--- src/rtl/exec_pkg.sv ---
// Shared definitions for the execute stage: opcodes, FSM encoding, multiplier iteration count.
package exec_pkg;
    localparam int EXEC_WIDTH = 16;
    localparam int MUL_ITERS  = EXEC_WIDTH;

    localparam logic [3:0] OP_ADD = 4'd0;
    localparam logic [3:0] OP_SUB = 4'd1;
    localparam logic [3:0] OP_AND = 4'd2;
    localparam logic [3:0] OP_OR  = 4'd3;
    localparam logic [3:0] OP_XOR = 4'd4;
    localparam logic [3:0] OP_NOT = 4'd5;
    localparam logic [3:0] OP_SHL = 4'd6;
    localparam logic [3:0] OP_SHR = 4'd7;
    localparam logic [3:0] OP_MOV = 4'd8;
    localparam logic [3:0] OP_MUL = 4'd9;

    typedef enum logic {
        ST_IDLE = 1'b0,
        ST_MUL  = 1'b1
    } state_t;

    // Single-cycle ops that produce a writeback the cycle after accept.
    function automatic logic is_simple_op(input logic [3:0] op);
        return op <= OP_MOV;
    endfunction
endpackage

--- src/rtl/exec_if.sv ---
// Issue/writeback bundle between issuer, execute stage and register file write port.
interface exec_if #(
    parameter int WIDTH  = 16,
    parameter int ADDR_W = 3
);
    logic              in_valid;
    logic              in_ready;
    logic [3:0]        opcode;
    logic [ADDR_W-1:0] dst_addr;
    logic [WIDTH-1:0]  ra_data;
    logic [WIDTH-1:0]  rb_data;
    logic [WIDTH-1:0]  wr_data;
    logic [ADDR_W-1:0] wr_addr;
    logic              we;
    logic              flag_z;
    logic              flag_c;
    logic              flag_n;

    modport master (
        output in_valid, opcode, dst_addr, ra_data, rb_data,
        input  in_ready, wr_data, wr_addr, we, flag_z, flag_c, flag_n
    );

    modport slave (
        input  in_valid, opcode, dst_addr, ra_data, rb_data,
        output in_ready, wr_data, wr_addr, we, flag_z, flag_c, flag_n
    );
endinterface

--- src/rtl/exec_unit_shift_add_mul16.sv ---
// Iterative shift-add multiplier: one partial product per cycle, low WIDTH bits of A*B.
// done_o is asserted during the final iteration with prod_o already holding the full result.
module shift_add_mul16
    import exec_pkg::*;
#(
    parameter int WIDTH = 16
) (
    input  logic             clk,
    input  logic             rst,
    input  logic             start_i,
    input  logic [WIDTH-1:0] a_i,
    input  logic [WIDTH-1:0] b_i,
    output logic             busy_o,
    output logic             done_o,
    output logic [WIDTH-1:0] prod_o
);
    localparam int CNT_W = $clog2(MUL_ITERS);
    localparam logic [CNT_W-1:0] CNT_LAST = CNT_W'(MUL_ITERS - 1);

    logic [WIDTH-1:0] acc_q, acc_d;
    logic [WIDTH-1:0] mcand_q;
    logic [WIDTH-1:0] mplier_q;
    logic [CNT_W-1:0] cnt_q;
    logic             busy_q;

    assign acc_d  = acc_q + (mplier_q[0] ? mcand_q : '0);
    assign busy_o = busy_q;
    assign done_o = busy_q && (cnt_q == CNT_LAST);
    assign prod_o = acc_d;

    always_ff @(posedge clk or posedge rst) begin
        if (rst) begin
            acc_q    <= '0;
            mcand_q  <= '0;
            mplier_q <= '0;
            cnt_q    <= '0;
            busy_q   <= 1'b0;
        end else if (start_i) begin
            acc_q    <= '0;
            mcand_q  <= a_i;
            mplier_q <= b_i;
            cnt_q    <= '0;
            busy_q   <= 1'b1;
        end else if (busy_q) begin
            acc_q    <= acc_d;
            mcand_q  <= mcand_q << 1;
            mplier_q <= mplier_q >> 1;
            cnt_q    <= cnt_q + 1'b1;
            if (cnt_q == CNT_LAST) busy_q <= 1'b0;
        end
    end
endmodule

--- src/rtl/exec_unit.sv ---
// Execute stage: single-cycle ALU with registered writeback and flags.
// Build option EXEC_MUL_EN adds opcode 9 via the iterative multiplier and a MUL stall state.
module exec_unit
    import exec_pkg::*;
#(
    parameter int WIDTH  = 16,
    parameter int ADDR_W = 3
) (
    input  logic clk,
    input  logic rst,
    exec_if.slave bus
);
    logic              accept;
    logic [WIDTH:0]    res_ext;
    logic [WIDTH:0]    shr_ext;
    logic [3:0]        amt;
    logic [WIDTH-1:0]  alu_res;
    logic              alu_c;

    logic [WIDTH-1:0]  wr_data_q;
    logic [ADDR_W-1:0] wr_addr_q;
    logic              we_q;
    logic              z_q, c_q, n_q;

    assign accept  = bus.in_valid & bus.in_ready;
    assign amt     = bus.rb_data[3:0];
    assign alu_res = res_ext[WIDTH-1:0];
    assign alu_c   = res_ext[WIDTH];

    // Bit WIDTH of res_ext carries the carry, borrow, or last shifted-out bit.
    always_comb begin
        res_ext = '0;
        shr_ext = '0;
        case (bus.opcode)
            OP_ADD: res_ext = {1'b0, bus.ra_data} + {1'b0, bus.rb_data};
            OP_SUB: res_ext = {1'b0, bus.ra_data} - {1'b0, bus.rb_data};
            OP_AND: res_ext = {1'b0, bus.ra_data & bus.rb_data};
            OP_OR:  res_ext = {1'b0, bus.ra_data | bus.rb_data};
            OP_XOR: res_ext = {1'b0, bus.ra_data ^ bus.rb_data};
            OP_NOT: res_ext = {1'b0, ~bus.ra_data};
            OP_SHL: res_ext = {1'b0, bus.ra_data} << amt;
            OP_SHR: begin
                shr_ext = {bus.ra_data, 1'b0} >> amt;
                res_ext = {shr_ext[0], shr_ext[WIDTH:1]};
            end
            OP_MOV: res_ext = {1'b0, bus.rb_data};
            default: res_ext = '0;
        endcase
    end

`ifdef EXEC_MUL_EN
    state_t            state_q;
    logic              in_ready_q;
    logic [ADDR_W-1:0] mul_dst_q;
    logic              mul_start, mul_busy, mul_done;
    logic [WIDTH-1:0]  mul_prod;

    assign mul_start    = accept && (state_q == ST_IDLE) && (bus.opcode == OP_MUL) && !mul_busy;
    assign bus.in_ready = in_ready_q;

    shift_add_mul16 #(.WIDTH(WIDTH)) u_mul (
        .clk     (clk),
        .rst     (rst),
        .start_i (mul_start),
        .a_i     (bus.ra_data),
        .b_i     (bus.rb_data),
        .busy_o  (mul_busy),
        .done_o  (mul_done),
        .prod_o  (mul_prod)
    );

    always_ff @(posedge clk or posedge rst) begin
        if (rst) begin
            state_q    <= ST_IDLE;
            in_ready_q <= 1'b1;
            mul_dst_q  <= '0;
            we_q       <= 1'b0;
            wr_data_q  <= '0;
            wr_addr_q  <= '0;
            z_q        <= 1'b0;
            c_q        <= 1'b0;
            n_q        <= 1'b0;
        end else begin
            we_q <= 1'b0;
            case (state_q)
                ST_IDLE: begin
                    if (accept && is_simple_op(bus.opcode)) begin
                        we_q      <= 1'b1;
                        wr_data_q <= alu_res;
                        wr_addr_q <= bus.dst_addr;
                        z_q       <= (alu_res == '0);
                        c_q       <= alu_c;
                        n_q       <= alu_res[WIDTH-1];
                    end else if (mul_start) begin
                        state_q    <= ST_MUL;
                        in_ready_q <= 1'b0;
                        mul_dst_q  <= bus.dst_addr;
                    end
                end
                ST_MUL: begin
                    if (mul_done) begin
                        state_q    <= ST_IDLE;
                        in_ready_q <= 1'b1;
                        we_q       <= 1'b1;
                        wr_data_q  <= mul_prod;
                        wr_addr_q  <= mul_dst_q;
                        z_q        <= (mul_prod == '0);
                        c_q        <= 1'b0;
                        n_q        <= mul_prod[WIDTH-1];
                    end
                end
                default: state_q <= ST_IDLE;
            endcase
        end
    end
`else
    assign bus.in_ready = 1'b1;

    always_ff @(posedge clk or posedge rst) begin
        if (rst) begin
            we_q      <= 1'b0;
            wr_data_q <= '0;
            wr_addr_q <= '0;
            z_q       <= 1'b0;
            c_q       <= 1'b0;
            n_q       <= 1'b0;
        end else begin
            we_q <= 1'b0;
            if (accept && is_simple_op(bus.opcode)) begin
                we_q      <= 1'b1;
                wr_data_q <= alu_res;
                wr_addr_q <= bus.dst_addr;
                z_q       <= (alu_res == '0);
                c_q       <= alu_c;
                n_q       <= alu_res[WIDTH-1];
            end
        end
    end
`endif

    assign bus.we      = we_q;
    assign bus.wr_data = wr_data_q;
    assign bus.wr_addr = wr_addr_q;
    assign bus.flag_z  = z_q;
    assign bus.flag_c  = c_q;
    assign bus.flag_n  = n_q;
endmodule
--- src/flat_wrapper.sv ---
// flat-port wrapper written by rule: the top's interface ports become plain ports
module exec_unit_flat import exec_pkg::*;
#(
    parameter int WIDTH  = 16,
    parameter int ADDR_W = 3
)
  (clk, rst, bus_in_valid, bus_opcode, bus_dst_addr, bus_ra_data, bus_rb_data, bus_in_ready, bus_wr_data, bus_wr_addr, bus_we, bus_flag_z, bus_flag_c, bus_flag_n);
  exec_if #(.WIDTH(WIDTH), .ADDR_W(ADDR_W)) bus_i ();
  input  logic clk;
  input  logic rst;
  input wire logic [$bits(bus_i.in_valid)-1:0] bus_in_valid;
  input wire logic [$bits(bus_i.opcode)-1:0] bus_opcode;
  input wire logic [$bits(bus_i.dst_addr)-1:0] bus_dst_addr;
  input wire logic [$bits(bus_i.ra_data)-1:0] bus_ra_data;
  input wire logic [$bits(bus_i.rb_data)-1:0] bus_rb_data;
  output wire logic [$bits(bus_i.in_ready)-1:0] bus_in_ready;
  output wire logic [$bits(bus_i.wr_data)-1:0] bus_wr_data;
  output wire logic [$bits(bus_i.wr_addr)-1:0] bus_wr_addr;
  output wire logic [$bits(bus_i.we)-1:0] bus_we;
  output wire logic [$bits(bus_i.flag_z)-1:0] bus_flag_z;
  output wire logic [$bits(bus_i.flag_c)-1:0] bus_flag_c;
  output wire logic [$bits(bus_i.flag_n)-1:0] bus_flag_n;
  assign bus_i.in_valid = bus_in_valid;
  assign bus_i.opcode = bus_opcode;
  assign bus_i.dst_addr = bus_dst_addr;
  assign bus_i.ra_data = bus_ra_data;
  assign bus_i.rb_data = bus_rb_data;
  assign bus_in_ready = bus_i.in_ready;
  assign bus_wr_data = bus_i.wr_data;
  assign bus_wr_addr = bus_i.wr_addr;
  assign bus_we = bus_i.we;
  assign bus_flag_z = bus_i.flag_z;
  assign bus_flag_c = bus_i.flag_c;
  assign bus_flag_n = bus_i.flag_n;
  exec_unit #(.WIDTH(WIDTH), .ADDR_W(ADDR_W)) u_core (.clk(clk), .rst(rst), .bus(bus_i));
endmodule
--- config.mk ---
export PLATFORM = sky130hd
export DESIGN_NAME = exec_unit_flat
export DESIGN_NICKNAME = d
export VERILOG_FILES = /design/src/rtl/exec_pkg.sv /design/src/rtl/exec_if.sv /design/src/rtl/exec_unit_shift_add_mul16.sv /design/src/rtl/exec_unit.sv /design/src/flat_wrapper.sv
export SDC_FILE = /design/constraint.sdc
export NUM_CORES = 1
export LEC_CHECK = 0
export ABC_AREA = 1
export CORE_ASPECT_RATIO = 1.25
export CORE_UTILIZATION = 35
export CTS_BUF_LIST = sky130_fd_sc_hd__clkbuf_8
export CTS_CLUSTER_SIZE = 25
export DETAILED_ROUTE_END_ITERATION = 10
export GPL_TIMING_DRIVEN = 1
export PLACE_DENSITY_LB_ADDON = 0.15
export SLEW_MARGIN = 20
export SYNTH_ARGS = -nofsm -noshare
export SYNTH_HDL_FRONTEND = slang
export SYNTH_SLANG_ARGS = --single-unit
--- constraint.sdc ---
create_clock -name clk -period 0.8 [get_ports clk]
set_input_delay 0.16 -clock clk [delete_from_list [all_inputs] [get_ports clk]]
set_output_delay 0.16 -clock clk [all_outputs]
set_load 0.02 [all_outputs]
---- Word-level counts from Yosys, hierarchy flattened ----
Index checks and enable logic that the tools add are counted.
storage, ports and cells
  register bits ........................... 23
  input bits .............................. 42
  output and inout bits ................... 24
  word-level logic and storage cells ...... 28
operators by class
  add/sub/neg operators ................... 2
  magnitude comparators ................... 1
  equal/unequal tests ..................... 8
  shift operators ......................... 2
  mux-type cells .......................... 2
  bitwise operators ....................... 4
  reductions and logical operators ........ 3
operators by type and width
  kind                  count
  $pmux W17 S9          1
  $add A16 B16 Y17      1
  $shl A16 B4 Y17       1
  $shr A17 B4 Y17       1
  $sub A16 B16 Y17      1
  $and A16 B16 Y16      1
  $eq A4 B3 Y1 const B  4
  $logic_not A16 Y1     1
  $not A16 Y16          1
  $or A16 B16 Y16       1
  $xor A16 B16 Y16      1
  $eq A4 B2 Y1 const B  2
  $eq A4 B1 Y1 const B  1
  $eq A4 B4 Y1 const B  1
  $le A4 B4 Y1 const B  1
  $logic_not A4 Y1      1
  $logic_and A1 B1 Y1   1
  $mux W1               1

---- Depth between registers and ports, before layout ----
  depth in word-level cells ............... 3
  depth in mapped cells ................... 28

---- Least setup slack after synthesis ----
Ideal clock, no wire load.
  kind .................................... input-to-reg
  start point ............................. in bus_rb_data[1]
  end point ............................... reg u_core.c_q (netlist: u_core.bus.flag_c)
  library setup time ...................... 0.117 ns
  data arrival time ....................... 2.802 ns
  path slack .............................. -2.119 ns
  stages on the path ...................... 27
  cells stage by stage .................... buf_2 inv_2 buf_4 buf_4 ha_1 inv_1 nor2_1 nand3_1 nor2_1 nand3_1 o21ai_0 xor2_1 ha_1 nand2_1 inv_1 nand2_1 nand2_1 a21oi_1 nand2_1 nand2_1 nand2_1 a21oi_1 nand2_1 nand2_1 nor2_1 nor2_1 nor2_1
on the way
  longest elaborated chain between the ends .. 2
ends and longest elaborated chain
  item                                      line                RTL
  start, declared                           flat_wrapper.sv:15  input wire logic [$bits(bus_i.rb_data)-1:0] bus_rb_data;
  $sub A16 B16 Y17 (tied with other cells)  exec_unit.sv:36     OP_SUB: res_ext = {1'b0, bus.ra_data} - {1'b0, bus.rb_data};
  $pmux W17 S9 (*)                          exec_unit.sv:34     case (bus.opcode)
  end signal, assigned                      exec_unit.sv:134    c_q <= alu_c;
  end, declared                             exec_unit.sv:23     logic z_q, c_q, n_q;
Every way passes the cells marked *; elsewhere a longest branch is shown, timed or not.
A chain may end at the register's enable or synchronous reset.

---- Final worst setup path ----
  start point ............................. in bus_rb_data[1]
  end point ............................... reg u_core.z_q (netlist: u_core.bus.flag_z)
on the way
  longest elaborated chain between the ends .. 3
ends and longest elaborated chain
  item                                      line              RTL
  $sub A16 B16 Y17 (tied with other cells)  exec_unit.sv:36
  $pmux W17 S9 (*)                          exec_unit.sv:34
  $logic_not A16 Y1 (*)                     exec_unit.sv:133  z_q <= (alu_res == '0);
  end signal, assigned                      exec_unit.sv:133
  end, declared                             exec_unit.sv:23
Marked as above.

==> impl_results.md <==
- Std-Cell Rows: 47
- Largest family of logic cells by synthesized area: simple AND/OR/NAND/NOR gates
- Synth Area in Simple Gates: 0.5221
- Grt total ovfl: 0
- IR drop worst, VDD: 0.0009010 V
- Clk root buf: clkbuf_8
- WS Path Type: in -> reg
- Leakage power: 4.687 nW
- CP Launch Point: bus_rb_data[1]
- Final period util: 3.212
- Distinct cells, synth: 33
- Drt first-iter violations: 462
- Critical Path Sink Type: flop
- Wire per inst: 15.84 µm
- Slew headroom: 0.6474
- Synth Area in Compound Gates: 0.08535
- Routed Antenna Nets: 0
- DRC: 0
- CP max FO: 3
- GRT Resource Usage Total: 0.3067
- Max-slew violation count: 0
- Worst r2r src: u_core.bus.wr_data[14]
- Initial antenna violation count: 0
- Cells after synthesis: 914
- Hold bufs inserted after CTS: 0
- Met3 Track Usage GR: 0.02770
- Number of diodes: 0
- Worst endpoint data arrival time: 2.78 ns
- Top_reg_cell synth: dfrtp_1
- Register area share after synthesis: 0.1131
- Ys async rst share: 1.000
- Clk slew on worst S/H paths: 0.08 ns
- Detailed-route via count: 6999
- Post-layout min period: 2.570 ns
- Vias per inst: 5.064
- Synth Area per Inst: 5.325 µm²
- Pre-CTS worst setup slack: -2.504 ns
- Drt total wl: 21890 µm
- P&R area growth vs syn: 75.04%
- M2 GR Usage: 0.5172
- Yosys warnings: 0
- GPL Wtd Cong: 1.025
- Most Crowded Layer GR: met2
- Setup violations, final: 45
- Xor and xnor area share after synthesis: 0.02519
- Die area: 0.01439 mm²
- GR Layer Usage met1: 0.3809
- H-Tree Depth: 1
- Final Power: 0.007935 W
- # port buffers: 64
- Worst Max-Slew Pin Slew: 0.5233 ns
- Latest clock arrival within the worst-skew pair: 0.27 ns
- Clk buf depth: 2
- Boundary Pins: 66
- Core area: 0.01341 mm²
- Hold/Removal Path Class: in -> async
- Fmax: 389.1 MHz
- Outcome: complete, but fails checks
- CTS tree: yes
- Dpl hpwl: 17270 µm
- Layout Skew: 0 ns
- Final Worst Setup Slack: -1.770 ns
- Clock sink total: 22
- Netlist Area Pre-Place: 0.004867 mm²
- Number of synthesized flops with an enable pin: 0
- Initial Util: 0.3630
- Nets@finish: 1305
- Drt pass-1 iters: 5
- Proportion of layout cells with a drive suffix above 1: 0.3741
- Req. time, crit path: 1.01 ns
- CP startpoint kind: input port
- Net Count, Synth: 1007
- RSZ-0062 raised after global routing: yes
- Die W: 107.5 µm
- FF+latch count, synth: 22
- PwrDens: 931.3 mW/mm²
- Inserted Clock Buffers: 3
- Maxcap violations: 0
- Number of global-route vias before repair: 6752
- Post-synthesis adder-cell area fraction: 0.1326
- Failing checks: negative setup slack
- Final hold vios: 0
- Pin count of the biggest net entering global routing: 39
- Mux contribution to synthesized area: 0
- Die Span Y: 133.8 µm
- First-pass GRT wire length: 34020 µm
[cell usage after synthesis (all sizes together) (2+ instances only)]
cell	n	area, µm²
clkbuf	8	30.03
xor2	14	122.6
inv	115	431.7
dfrtp	22	550.5
o22ai	3	18.77
nand2	334	1259
a31oi	9	56.30
nand3b	4	30.03
nor2	98	385.4
a21oi	29	145.1
or2	2	12.51
o21ai	29	148.9
o211ai	4	30.03
nand4	9	56.30
buf	21	126.4
ha	50	625.6
nand3	151	755.7
nor3	6	30.03
[cells by family (layout without fill, tap and decap cells)]
family / after synthesis / after routing
xor+xnor: 14 / 14
other cells: 1 / 1
simple gates: 606 / 606
flops: 22 / 22
compound gates: 76 / 76
buf+inv: 144 / 441
fa+ha+maj: 51 / 51
[area by class of cell]
| class | instances | area (µm²) |
|---|---|---|
| timing repair inverter | 1 | 8.758 |
| fill | 1293 | 4888 |
| multi-input combinational | 748 | 4372 |
| tap | 171 | 214.0 |
| timing repair buffer | 321 | 2830 |
| clock buffer | 4 | 55.05 |
| inverter | 115 | 489.2 |
| sequential | 22 | 550.5 |
[layer usage]
metal,vias up,share of wire
li1,3521,-
met1,3138,0.41
met2,272,0.47
met3,68,0.065
met4,0,0.060
met5,-,0
[critical path, stage by stage]
cell	delay [ns]
buf_8	0.10
buf_6	0.11
inv_4	0.05
ha_4	0.15
inv_4	0.04
nor2_4	0.08
nand3_2	0.10
nor2_4	0.14
nand3_4	0.10
nor2_4	0.13
a21oi_2	0.06
xor2_1	0.18
ha_1	0.35
buf_4	0.15
buf_4	0.12
nand3b_1	0.16
nand3_2	0.12
nand2_1	0.06
nor2_1	0.09
nand2_1	0.06
nor2_1	0.11
nand3_1	0.08
nand2_1	0.06
[state kept, by name, summed over array words and instances (netlist names)]
| signal | cells |
|---|---|
| u_core.bus.flag_z | 1 |
| u_core.bus.flag_c | 1 |
| u_core.bus.wr_addr | 3 |
| u_core.bus.wr_data | 15 |
| u_core.bus.flag_n | 1 |
| u_core.bus.we | 1 |
[path summary, 6_finish.rpt]
kind / end / slack (ns) / depth (start not counted)
max in group asynchronous: u_core.bus.wr_data[3] / 0.44 / 3
min: u_core.bus.wr_data[8] / 0.22 / 3
max: u_core.bus.flag_z / -1.77 / 23
max reg2reg: u_core.bus.wr_data[14] / -0.10 / 4
min reg2reg: u_core.bus.wr_addr[0] / 0.52 / 2
min in group clk: u_core.bus.wr_addr[2] / 0.44 / 3
[cell usage in the layout (no fill, tap or decap), types with 3 or more instances in the layout]
cell type / instances
dlymetal6s2s_1: 4
buf_2: 3
inv_2: 14
buf_6: 48
inv_1: 93
nand3_2: 25
a31oi_1: 7
a21oi_1: 20
nand4_1: 9
clkdlybuf4s50_1: 18
o22ai_1: 3
nor2_2: 6
ha_4: 7
o21ai_0: 16
nor2_4: 19
nand3b_1: 4
o21ai_4: 3
clkbuf_8: 4
nand2_4: 5
ha_1: 41
o21ai_1: 8
nand2_2: 47
nor3_1: 3
dlygate4sd2_1: 10
nor2_1: 73
buf_8: 7
inv_4: 5
nand3_1: 125
nand2_1: 282
nor3_2: 3
buf_4: 221
dfrtp_1: 22
a21oi_2: 9
o211ai_1: 4
buf_12: 8
xor2_1: 13
[per-stage QoR]
step / instance area [µm²] / TNS, ns / utilization / hold slack [ns] / std cells
after floorplan: 5075 / -26.25 / - / 0.1492 / 914
after global placement: 7403 / -51.76 / 0.5522 / 0.4600 / 1336
after detailed placement: 7403 / -52.24 / 0.5522 / 0.4730 / 1336
after CTS: 8185 / -30.81 / 0.6105 / 0.2283 / 1370
after global routing: 8519 / -34.67 / 0.6354 / 0.2387 / 1382
final: 8519 / -31.20 / 0.6354 / 0.2182 / 1382
[power breakdown]
group | internal (W) | switching, W
Sequential | 0.00128 | 0.000129
Combinational | 0.00272 | 0.00299
Clock | 0.000440 | 0.000381
[timing repair]
| item | in CTS | in global routing |
|---|---|---|
| buffers inserted | 30 | 13 |
| gates resized for setup | 314 | 70 |
| cloned | 3 | 0 |
| endpoints found under the setup margin | 45 | 45 |
| pin swaps | 78 | 45 |
Power figures use the tool's default switching activity.
==> patch 1 (same settings) <==
`ADDR_W` is set to 3 in 3 places; all go to 2.
--- a/src/rtl/exec_if.sv
+++ b/src/rtl/exec_if.sv
@@ -3,3 +3,3 @@
     parameter int WIDTH  = 16,
-    parameter int ADDR_W = 3
+    parameter int ADDR_W = 2
 );
--- a/src/rtl/exec_unit.sv
+++ b/src/rtl/exec_unit.sv
@@ -6,3 +6,3 @@
     parameter int WIDTH  = 16,
-    parameter int ADDR_W = 3
+    parameter int ADDR_W = 2
 ) (
--- a/src/flat_wrapper.sv
+++ b/src/flat_wrapper.sv
@@ -4,3 +4,3 @@
     parameter int WIDTH  = 16,
-    parameter int ADDR_W = 3
+    parameter int ADDR_W = 2
 )
Interface: changed (resized bus_dst_addr and bus_wr_addr); port bits go from 66 to 64. No check against the original RTL was run, so the function may have changed too.
==> patch 1 against the unedited design <==
The run still ends with negative setup slack left. Area after synthesis decreased by 3.0%. First-iteration DRC count is 11% higher. Wire length up 1.6%. Worst hold slack better by 0.89 ps. Cell area increased by 1.7%. Sequential cell count shrank 1. Total power increased by 1.5%. Clock skew unchanged. Non-clock buffer count down 4. Worst setup slack better by 85 ps. Sequential power down 6%. Critical endpoint unchanged. Largest cell class unchanged. Largest power group unchanged.
==> patch 1: results (changes against the unedited design) <==
Outcome: finished, violations left
Failing checks: negative setup slack
Clock latency on the worst-skew pair: 270 ps (about the same)
Min Hold Slack: 219 ps (+0.894 ps)
Largest cells by area after synthesis: nand2_1 23%, nand3_1 15%, ha_1 13%, dfrtp_1 11%, inv_1 7.2%
Top cells by count, synth: 284 x nand2_1, 140 x nand3_1, 90 x inv_1
DR WL/cell: 16.7 um (+5.7%)
Worst R2R Start: u_core.bus.wr_data[0]$_DFFE_PP0P_
Clk pin slew, worst setup/hold paths: 80 ps (about the same)
Setup_tns: -30010 ps (+1190 ps)
Syn Area/Cell: 5.49 um^2 (+3.1%)
Reg-to-Reg End: u_core.bus.wr_data[0]$_DFFE_PP0P_
Post-CTS sizing: 390 (+24%)
Drt first-iter violations: 513 (+11%)
Post-DP HPWL: 16900 um (-2.1%)
Nets: 1250 (-4.2%)
PortBufs: 62 (-3.1%)
DRT Pass-1 Iters: 5 (unchanged)
Final Setup Violations: 43 (-4.4%)
CP Launch Point: bus_rb_data[0]
Routability cong.: 0.978 (-4.6%)
Syn Nets: 952 (-5.5%)
Reg2Reg Depth: 3 (-1)
Peak VDD IR: 0.00108 V (+19%)
DR vias/cell: 5.23 (+3.2%)
Post-route clock skew: 0 ps (unchanged)
Initial antenna violation count: 0 (unchanged)
Tightest Hold Check Type: in -> async
Unique masters post-synth: 43 (+30%)
Vias in the first global route: 6723 (-0.43%)
Async SR Flop Fraction: 100% (unchanged)
Pin count of the biggest net entering global routing: 36 (-7.7%)
Slew headroom: 60.7% (-4.1 points)
Register area share after synthesis: 11.1% (-0.18 points)
CTS Buf Count: 3 (unchanged)
CP max-delay cell: ha_1
First-pass GRT wire length: 33900 um (-0.42%)
CP max FO: 3 (unchanged)
Internal: 4.46 mW (+0.40%)
Setup ws final: -1680 ps (+85.4 ps)
# diodes: 0 (unchanged)
Seq pwr: 1.33 mW (-6%)
Placed cell area: 7110 um^2 (-4.0%)
Share of layout cells above drive strength 1: 42.4% (+5.0 points)
Slowest stage delay, CP: 320 ps (-30 ps)
Fillcell total: 1190 (-8.0%)
Via count: 6940 (-0.84%)
Combinational power share: 74.7% (+2.7 points)
Pre-CTS setup slack: -2640 ps (-138 ps)
Psw: 3.60 mW (+2.9%)
Leak: 4.49 nW (-4.2%)
Total GRT Usage: 31.0% (+0.38 points)
Number of flip-flops in the largest register: 15 (unchanged)
Postcts setup bufs: 49 (+63%)
R2R setup slack: -120 ps (-20 ps)
==> patch 1: cell types whose count changed in the layout (fill, tap and decap cells not counted), sizes merged, moves of 3 or more <==
cell           before  now
o21ai              29   45
nand3             151  141
buf               288  284
nor2               98   95
nor3                6   13
a31oi               9    3
clkinv              0    3
clkdlybuf4s50      18   13
nand2             334  289
nand4               9    6
and2                1    8
inv               116   95
==> patch 1: layer usage <==
metal | vias to the layer above | track usage [%] | routed length, um
met5 | - | 0 | 0
met4 | 0 | 19.4 | 1530
met3 | 78 | 1.83 | 1040
met2 | 286 | 55.9 | 11200
met1 | 3184 | 35.4 | 8470
li1 | 3392 | - | -
==> patch 1: cell type report <==
cell class | count | area [um^2] | share of cell area (%)
clock inverter | 1 | 5.00 | 0.0578
clock buffer | 3 | 41.3 | 0.477
inverter | 97 | 412 | 4.75
tap | 171 | 214 | 2.47
multi-input combinational | 718 | 4650 | 53.7
timing repair buffer | 317 | 2810 | 32.4
sequential | 21 | 526 | 6.07
==> patch 1: how the worst max path moves through the flow <==
stage	endpoint	slack, ps	cells past startpoint
after CTS	u_core.bus.flag_z$_DFFE_PP0P_	-1630	22
final	u_core.bus.flag_z$_DFFE_PP0P_	-1680	24
after detailed placement	u_core.bus.flag_z$_DFFE_PP0P_	-2640	21
after floorplan	u_core.bus.flag_z$_DFFE_PP0P_	-1850	25
after global placement	u_core.bus.flag_z$_DFFE_PP0P_	-2630	21
after global routing	u_core.bus.flag_z$_DFFE_PP0P_	-1880	23
==> patch 1: cells by family (layout without fill, tap and decap cells) <==
family	after synthesis	count (layout)	share of synthesized area (%)
compound gates	93	93	11.0
xor+xnor	14	14	2.60
fa+ha+maj	51	51	13.7
buf+inv	122	418	10.8
flops	21	21	11.1
other cells	1	1	0.0795
simple gates	558	559	50.6
==> patch 2 (config.mk and constraints unchanged) <==
Made on the original files. Remove the case item `OP_SHR` of the case on `bus.opcode`.
--- a/src/rtl/exec_unit.sv
+++ b/src/rtl/exec_unit.sv
@@ -41,6 +41,2 @@
             OP_SHL: res_ext = {1'b0, bus.ra_data} << amt;
-            OP_SHR: begin
-                shr_ext = {bus.ra_data, 1'b0} >> amt;
-                res_ext = {shr_ext[0], shr_ext[WIDTH:1]};
-            end
             OP_MOV: res_ext = {1'b0, bus.rb_data};
Check against the original RTL: not equivalent (a bounded check fails within 4 cycles, from zero or initial values and one cycle with rst high).
==> patch 2 against the unedited design <==
The flow still finishes with violations (negative setup slack). Worst setup slack gained 93 ps. Cell area down 12%. Area after synthesis shrank 14%. Critical path depth down 1. Wire length down 20%. Total power is 6.2% lower. Sequential cell count is the same. Utilization is 1.2 points higher. Count of clock-buffer cells in the layout down 1. Combinational power down 12%.
==> patch 2: results (changes against the unedited design) <==
Outcome: finished, violations left
Failing checks: negative setup slack
Leak: 4.02 nW (-14%)
# rows: 44 (-6.4%)
Compound-Gate Fraction of Synth Area: 9.03% (+0.50 points)
Syn Nets: 838 (-17%)
Non-CTS buffers: 274 (-15%)
Worst R2R Start: u_core.bus.wr_data[2]$_DFFE_PP0P_
DR vias/cell: 4.93 (-2.6%)
Post-DP HPWL: 13700 um (-21%)
Top cells by count, synth: 271 x nand2_1, 98 x inv_1, 90 x nand3_1
Vias in the first global route: 5764 (-15%)
Multi-input gates: 599 (-20%)
Final WL: 17500 um (-20%)
Mapped Cells: 745 (-18%)
Internal: 4.43 mW (-0.20%)
Routability cong.: 0.922 (-10%)
Synth Area in Adders: 15.5% (+2.2 points)
Nonclk inv count: 102 (-12%)
Share of layout cells above drive strength 1: 40.8% (+3.4 points)
Final Setup Violations: 45 (unchanged)
Drt first-iter violations: 278 (-40%)
Post-synthesis mux area share: 0% (unchanged)
CP max FO: 3 (unchanged)
Clock buf/inv share: 0.948% (+0.30 points)
Synth Area in XOR/XNOR: 2.94% (+0.42 points)
Register area share after synthesis: 13.2% (+1.9 points)
Clock buffers: 3 (-1)
Final core utilization: 64.7% (+1.2 points)
Min Hold Slack: 220 ps (+1.65 ps)
Post-CTS sizing: 339 (+8.0%)
Setup_tns: -29280 ps (+1920 ps)
Placed cell area: 6320 um^2 (-15%)
Postcts setup bufs: 29 (-3.3%)
Routed wl met3: 656 um (-54%)
Pre-CTS setup slack: -2430 ps (+77.9 ps)
Via count: 5733 (-18%)
R2R setup slack: -70 ps (+30 ps)
Seq/total area: 7.32% (+0.86 points)
Buffer share of cell area: 33.0% (-0.21 points)
Total GRT Usage: 28.8% (-1.9 points)
Area of the multi-input gates: 3780 um^2 (-14%)
Nets: 1095 (-16%)
Largest cells by area after synthesis: nand2_1 24%, ha_1 15%, dfrtp_1 13%, nand3_1 11%, inv_1 8.8%
Reg-to-Reg End: u_core.bus.wr_data[2]$_DFFE_PP0P_
M3 GR Usage: 2.24% (-0.53 points)
Pin count of the biggest net entering global routing: 25 (-36%)
DRT Pass-1 Iters: 4 (-1)
Routed wl met2: 9230 um (-9.6%)
Setup ws final: -1680 ps (+92.7 ps)
Slowest stage delay, CP: 340 ps
Critical path capture point: u_core.bus.flag_c$_DFFE_PP0P_
## patch 2: changes by cell type in the layout (fill, tap and decap cells not counted), sizes merged, moves of 7 or more
cell	delta
inv	-16
clkdlybuf4s50	+7
nor2	-26
nand3	-61
buf	-46
a31oi	-9
nand2	-59
## patch 2: power by group through the flow
stage / registers, mW / clock network [mW] / logic (mW)
after floorplan: 1.56 / 0 / 1.78
after global placement: 1.36 / 0 / 3.87
after detailed placement: 1.37 / 0 / 3.92
after CTS: 1.38 / 1.05 / 4.63
after global routing: 1.40 / 1.09 / 5.49
final: 1.38 / 1.04 / 5.03
## patch 2: worst max-delay path, delay by kind of cell
| family | cells | cell delay [ps] |
|---|---|---|
| buffers and inverters | 7 | 630 |
| AO/OA/AOI/OAI | 3 | 180 |
| XOR/XNOR | 1 | 140 |
| adder cells (fa/ha/maj) | 2 | 460 |
| AND/OR/NAND/NOR | 9 | 1090 |
